**src/rtl/stream_rr_arbiter_if.sv**
```systemverilog
// ---------------------------------------------------------------------------
// stream_rr_arbiter_if
// Bundles the source-side FWFT streams and the downstream write port of the
// round-robin stream arbiter.
//   in_empty_n  per-source "word available" flags (FWFT valid)
//   in_read     per-source pop strobes, one-hot or zero
//   in_dout     concatenated source words, slice i at [i*DATA_WIDTH +: DATA_WIDTH]
//   out_full_n  downstream not-almost-full
//   out_write   registered write strobe to downstream
//   out_din     registered data word
//   out_id      registered source index of out_din
// Modport master is the arbiter's view; slave is the surrounding logic
// (sources plus downstream sink).
// The parameters must match the ones given to the arbiter instance.
// ---------------------------------------------------------------------------
interface stream_rr_arbiter_if #(
   parameter int NUM_IN     = 4,
   parameter int DATA_WIDTH = 32,
   parameter int ID_WIDTH   = (NUM_IN > 1) ? $clog2(NUM_IN) : 1
);
   logic [NUM_IN-1:0]            in_empty_n;
   logic [NUM_IN-1:0]            in_read;
   logic [NUM_IN*DATA_WIDTH-1:0] in_dout;
   logic                         out_full_n;
   logic                         out_write;
   logic [DATA_WIDTH-1:0]        out_din;
   logic [ID_WIDTH-1:0]          out_id;

   modport master (
      input  in_empty_n,
      input  in_dout,
      input  out_full_n,
      output in_read,
      output out_write,
      output out_din,
      output out_id
   );

   modport slave (
      output in_empty_n,
      output in_dout,
      output out_full_n,
      input  in_read,
      input  out_write,
      input  out_din,
      input  out_id
   );
endinterface

```
**src/rtl/stream_rr_arbiter.sv**
```systemverilog
// ---------------------------------------------------------------------------
// stream_rr_arbiter
// Merges NUM_IN first-word fall-through source streams into one registered
// downstream write port. Sources are served round-robin, each grant moves at
// most MAX_BURST beats, and every output word carries its source index.
// Ports:
//   clk    single rising-edge clock
//   reset  asynchronous, active-high reset
//   bus    stream_rr_arbiter_if.master (source streams + downstream port)
//   busy   high while a grant is active
// ---------------------------------------------------------------------------
module stream_rr_arbiter #(
   parameter int NUM_IN     = 4,
   parameter int DATA_WIDTH = 32,
   parameter int MAX_BURST  = 8,
   parameter int ID_WIDTH   = (NUM_IN > 1) ? $clog2(NUM_IN) : 1
) (
   input  logic                clk,
   input  logic                reset,
   stream_rr_arbiter_if.master bus,
   output logic                busy
);

   localparam int BEAT_WIDTH = $clog2(MAX_BURST + 1);

   typedef enum logic {IDLE, GRANT} state_t;

   state_t                state;
   logic [ID_WIDTH-1:0]   gnt;
   logic [ID_WIDTH-1:0]   last;
   logic [BEAT_WIDTH-1:0] beats;

   logic [ID_WIDTH-1:0]   next_gnt;
   logic                  found;
   logic                  gnt_valid;
   logic [DATA_WIDTH-1:0] gnt_data;
   logic                  pop;
   logic                  last_beat;

   // Round-robin pick: first search the sources above the most recent grant,
   // then wrap around and search from source 0 up to and including it. This
   // gives the order last+1, last+2, ... modulo NUM_IN without a modulo.
   always_comb begin
      found    = 1'b0;
      next_gnt = '0;
      for (int i = 0; i < NUM_IN; i++) begin
         if (!found && bus.in_empty_n[i] && (ID_WIDTH'(i) > last)) begin
            found    = 1'b1;
            next_gnt = ID_WIDTH'(i);
         end
      end
      for (int i = 0; i < NUM_IN; i++) begin
         if (!found && bus.in_empty_n[i]) begin
            found    = 1'b1;
            next_gnt = ID_WIDTH'(i);
         end
      end
   end

   // Mux out the valid flag and word of the granted source. Matching against
   // every legal index keeps this safe when NUM_IN is not a power of two.
   always_comb begin
      gnt_valid = 1'b0;
      gnt_data  = '0;
      for (int i = 0; i < NUM_IN; i++) begin
         if (gnt == ID_WIDTH'(i)) begin
            gnt_valid = bus.in_empty_n[i];
            gnt_data  = bus.in_dout[i*DATA_WIDTH +: DATA_WIDTH];
         end
      end
   end

   // A beat moves only while granted, the granted source has a word and the
   // sink is not almost-full. The pop strobe is purely combinational so the
   // source sees it in the same cycle its word is sampled.
   assign pop       = (state == GRANT) && gnt_valid && bus.out_full_n;
   assign last_beat = (beats == BEAT_WIDTH'(MAX_BURST - 1));

   always_comb begin
      bus.in_read = '0;
      for (int i = 0; i < NUM_IN; i++) begin
         if (pop && (gnt == ID_WIDTH'(i))) begin
            bus.in_read[i] = 1'b1;
         end
      end
   end

   // Arbitration state machine plus the registered output stage. IDLE spends
   // exactly one cycle choosing the next source; GRANT streams beats until the
   // source runs dry or the burst budget is used up. Reset makes source 0 the
   // first in line by pretending the last grant went to NUM_IN-1, and drops
   // any word sitting in the output register.
   always_ff @(posedge clk or posedge reset) begin
      if (reset) begin
         state         <= IDLE;
         gnt           <= '0;
         last          <= ID_WIDTH'(NUM_IN - 1);
         beats         <= '0;
         bus.out_write <= 1'b0;
         bus.out_din   <= '0;
         bus.out_id    <= '0;
      end else begin
         case (state)
            IDLE: begin
               bus.out_write <= 1'b0;
               if (|bus.in_empty_n) begin
                  gnt   <= next_gnt;
                  last  <= next_gnt;
                  beats <= '0;
                  state <= GRANT;
               end
            end
            GRANT: begin
               if (pop) begin
                  bus.out_write <= 1'b1;
                  bus.out_din   <= gnt_data;
                  bus.out_id    <= gnt;
                  beats         <= beats + BEAT_WIDTH'(1);
                  if (last_beat) begin
                     state <= IDLE;
                  end
               end else begin
                  bus.out_write <= 1'b0;
                  if (!gnt_valid) begin
                     state <= IDLE;
                  end
               end
            end
         endcase
      end
   end

   assign busy = (state == GRANT);

endmodule

```
**src/flat_wrapper.sv**
```systemverilog
// flat-port wrapper written by rule: the top's interface ports become plain ports
module stream_rr_arbiter_flat 
#(
   parameter int NUM_IN     = 4,
   parameter int DATA_WIDTH = 32,
   parameter int MAX_BURST  = 8,
   parameter int ID_WIDTH   = (NUM_IN > 1) ? $clog2(NUM_IN) : 1
)
  (clk, reset, busy, bus_in_empty_n, bus_in_dout, bus_out_full_n, bus_in_read, bus_out_write, bus_out_din, bus_out_id);
  stream_rr_arbiter_if #(.NUM_IN(NUM_IN), .DATA_WIDTH(DATA_WIDTH), .ID_WIDTH(ID_WIDTH)) bus_i ();
  input  logic clk;
  input  logic reset;
  output logic busy;
  input wire logic [$bits(bus_i.in_empty_n)-1:0] bus_in_empty_n;
  input wire logic [$bits(bus_i.in_dout)-1:0] bus_in_dout;
  input wire logic [$bits(bus_i.out_full_n)-1:0] bus_out_full_n;
  output wire logic [$bits(bus_i.in_read)-1:0] bus_in_read;
  output wire logic [$bits(bus_i.out_write)-1:0] bus_out_write;
  output wire logic [$bits(bus_i.out_din)-1:0] bus_out_din;
  output wire logic [$bits(bus_i.out_id)-1:0] bus_out_id;
  assign bus_i.in_empty_n = bus_in_empty_n;
  assign bus_i.in_dout = bus_in_dout;
  assign bus_i.out_full_n = bus_out_full_n;
  assign bus_in_read = bus_i.in_read;
  assign bus_out_write = bus_i.out_write;
  assign bus_out_din = bus_i.out_din;
  assign bus_out_id = bus_i.out_id;
  stream_rr_arbiter #(.NUM_IN(NUM_IN), .DATA_WIDTH(DATA_WIDTH), .MAX_BURST(MAX_BURST), .ID_WIDTH(ID_WIDTH)) u_core (.clk(clk), .reset(reset), .bus(bus_i), .busy(busy));
endmodule
```
**config.mk**
```make
export PLATFORM = sky130hd
export DESIGN_NAME = stream_rr_arbiter_flat
export DESIGN_NICKNAME = d
export VERILOG_FILES = /design/src/rtl/stream_rr_arbiter_if.sv /design/src/rtl/stream_rr_arbiter.sv /design/src/flat_wrapper.sv
export SDC_FILE = /design/constraint.sdc
export NUM_CORES = 1
export LEC_CHECK = 0
export BUFFER_PORTS_ARGS = -buffer_cell sky130_fd_sc_hd__buf_2
export CORE_MARGIN = 3
export CORE_UTILIZATION = 44
export CTS_BUF_LIST = sky130_fd_sc_hd__clkbuf_4
export CTS_CLUSTER_DIAMETER = 80
export DETAILED_ROUTE_END_ITERATION = 10
export PLACE_DENSITY_LB_ADDON = 0.2
export RECOVER_POWER = 50
export SETUP_SLACK_MARGIN = 0.15
export SLEW_MARGIN = 20
export SYNTH_ARGS = -nofsm -noshare
export SYNTH_HDL_FRONTEND = slang
export SYNTH_SLANG_ARGS = --single-unit
```
**constraint.sdc**
```tcl
create_clock -name clk -period 2.2 [get_ports clk]
set_input_delay 0.11 -clock clk [delete_from_list [all_inputs] [get_ports clk]]
set_output_delay 0.11 -clock clk [all_outputs]
set_load 0.02 [all_outputs]
```
==> results.py <==
metrics = {
    "pwr": {
        "power_density_mw_per_mm2": 1295,
        "total_leakage_power_uw": 0.001832,
        "ir_worst_vdd_mv": 0.8268,
    },
    "cells_and_area": {
        "layout_commonest_cell": "buf_2",
        "mostFrequentLayoutCells": "154 x buf_2, 41 x dfrtp_1, 33 x mux4_2",
        "syn_to_final_growth_pct": 34.87,
        "drive_above_1_share": 0.6847,
        "fin_cells": 427,
        "n_antenna_cell": 0,
        "final_nets": 487,
        "finish.utilization": 0.6228,
    },
    "place": {
        "portBuffers": 174,
        "dp.cells": 418,
        "globalplace.congestion": 0.8074,
        "dp_hpwl_mm": 6.156,
        "pre_cts_ws_ps": 440.4,
    },
    "drt": {
        "drc": 0,
        "vias_per_cell": 5.265,
        "final_antenna_net_count": 0,
        "dr_total_vias": 2248,
        "drt_first_pass_iters": 4,
        "wl_per_cell_um": 18.11,
        "drt_iter0_drc": 106,
        "wl_mm": 7.732,
    },
    "yosys": {
        "ys.flop_type": "dfrtp_1",
        "syn-num-nets": 312,
        "synth-seq-area-share": 0.3989,
        "syn_inst": 176,
        "avgSynthCellArea_sq_um": 15.72,
        "syn-cell-area_sq_mm": 0.002766,
        "synth_edf_count": 0,
        "synthDistinctLibCells": 33,
        "ys.warnings.count": 0,
        "async_flop_share": 1.000,
        "ys_ff_latch": 44,
    },
    "die": {
        "die_h_um": 85.29,
        "start_util": 0.4618,
        "num_rows": 28,
        "fp.coreArea_sq_mm": 0.005991,
        "dieWidth_um": 85.29,
        "io_pins": 175,
        "dieArea_sq_mm": 0.007274,
    },
    "grt": {
        "antenna_found_initial": 0,
        "grt-ovfl-total": 0,
        "grt_pass1_wl_mm": 12.28,
        "grt_usage": 0.2151,
        "grt_max_degree": 45,
        "grt_pass1_vias": 2467,
    },
    "worst_setup_path": {
        "slowest_stage": "dfrtp_1",
        "endpoint_kind": "output port",
        "crit_family": "simple AND/OR/NAND/NOR gates",
        "critPathLaunch": "u_core.busy",
        "worst-path-stages": 4,
        "crit_chain": "nand3b_1 > or2_2 > nor2_1 > buf_2",
        "critPathKind": "reg -> out",
        "r2r_start": "u_core.gnt[0]",
        "cp_max_fo": 9,
        "cpPeakStageDelay_ps": 520,
        "cp.required_ps": 2090,
        "r2r_cells": 3,
        "crit_buf_inv": 1,
        "r2r_setup_slack_ps": 450,
        "cp.arrival_ps": 1650,
        "cp-start-kind": "flip-flop",
        "rr_endpoint": "u_core.bus.out_din[27]",
        "endpoint": "bus_in_read[1]",
    },
    "timing": {
        "postLayoutSetupSlackWorst_ps": 440.7,
        "rsz0062_at_grt": "false",
        "finClkSkew_ps": 14.63,
        "timing.final.crit_period_ps": 1759,
        "relSlewSlack": 0.2568,
        "setup_tns_ps": 0,
        "min_period_over_period": 0.7997,
        "tightest_slew_ps": 1115,
        "setup-violations-final": 0,
        "drv_slew": 0,
        "timing.fmax_ghz": 0.5684,
        "final_hold_viol_count": 0,
    },
    "hold_path": {
        "hp-class": "in -> reg",
    },
    "cts": {
        "cts_tree": "built",
        "cts-root-buf": "clkbuf_4",
        "cts_made_buffers": 5,
        "htree_levels": 2,
        "cts.sinks": 44,
        "clkSlewWorstSetupHoldPaths_ps": 120,
        "cts_setup_buffers": 0,
        "insertion_delay_ps": 350,
        "clk_path_buf_depth": 2,
    },
    "job": {
        "maxCapViolCount": 0,
    },
    "run_status": {
        "status": "finished clean",
    },
}
[per-layer routing]
metal | wire length, um | up-vias | track usage
met4 | 50 | 0 | 0.04460
met5 | 0 | - | 0
met1 | 2937 | 1131 | 0.2607
met3 | 457 | 4 | 0.03689
met2 | 4287 | 78 | 0.3997
li1 | - | 1035 | -
[per-stage QoR]
| step | power [uW] | instance area [sq um] | hold slack, ps |
|---|---|---|---|
| after global routing | 5153 | 3731 | 141.9 |
| after CTS | 4953 | 3759 | 115.0 |
| final | 4832 | 3731 | 132.2 |
| after global placement | 4353 | 3669 | 295.6 |
| after detailed placement | 4429 | 3669 | 284.3 |
| after floorplan | 3748 | 2766 | 305.0 |
[worst reg2reg max path, stage by stage, from the launching register on]
cell and delay [ps]:
dfrtp_2 450, buf_4 360, mux4_2 550, mux2_2 280
[cell type report]
type                            instances  area [sq um]
Multi-Input combinational cell        114          1523
Fill cell                             508          2260
Clock inverter                          3         42.54
Tap cell                               75         93.84
Sequential cell                        44          1105
Inverter                                5         18.77
Clock buffer                            5         37.54
Timing Repair Buffer                  181         910.9
[cells by family after synthesis]
group,share of synthesized area
flops,0.3989
buf+inv,0.05518
mux,0.4532
compound gates,0.02940
fa+ha+maj,0.004522
simple gates,0.05880
[worst min-delay path by stage]
| stage | from | endpoint | slack [ps] | depth (start not counted) |
|---|---|---|---|---|
| global route | bus_out_full_n | u_core.busy | 140 | 4 |
| CTS | bus_out_full_n | u_core.beats[2] | 110 | 3 |
| floorplan | bus_out_full_n | u_core.beats[2] | 300 | 2 |
| global placement | reset | u_core.bus.out_din[3] | 300 | 3 |
| detailed placement | reset | u_core.bus.out_din[3] | 280 | 3 |
| finish | bus_out_full_n | u_core.beats[2] | 130 | 3 |
[registers in the layout, summed over array words and instances, names as in the netlist]
signal,count
u_core.bus.out_din,32
u_core.bus.out_id,2
u_core.bus.out_write,1
u_core.gnt,2
u_core.busy,1
u_core.beats,4
u_core.last,2
[what timing repair did]
action                                 4_1_cts  5_1_grt
hold buffers                                 1        0
gates resized for setup                      0        0
endpoints found under the hold margin       42        0
[Yosys cell counts (all sizes together) (2+ instances only)]
cell	instances	share of area
a21boi	2	0.0054
mux2i	3	0.011
dfrtp	42	0.38
nor2	7	0.0095
mux4	33	0.27
mux2	34	0.17
o21ai	2	0.0036
dfstp	2	0.019
nand2b	2	0.0045
nand4	3	0.0090
nand2	11	0.015
inv	5	0.0068
buf	12	0.047
nand3	5	0.0090
[power by group]
part / switching (uW) / leakage (uW) / internal, uW
logic: 1360 / 0.00127 / 1480
registers: 268 / 0.000524 / 1210
clock network: 270 / 0.0000412 / 237
Note: power is estimated with default switching activity, not from simulation.
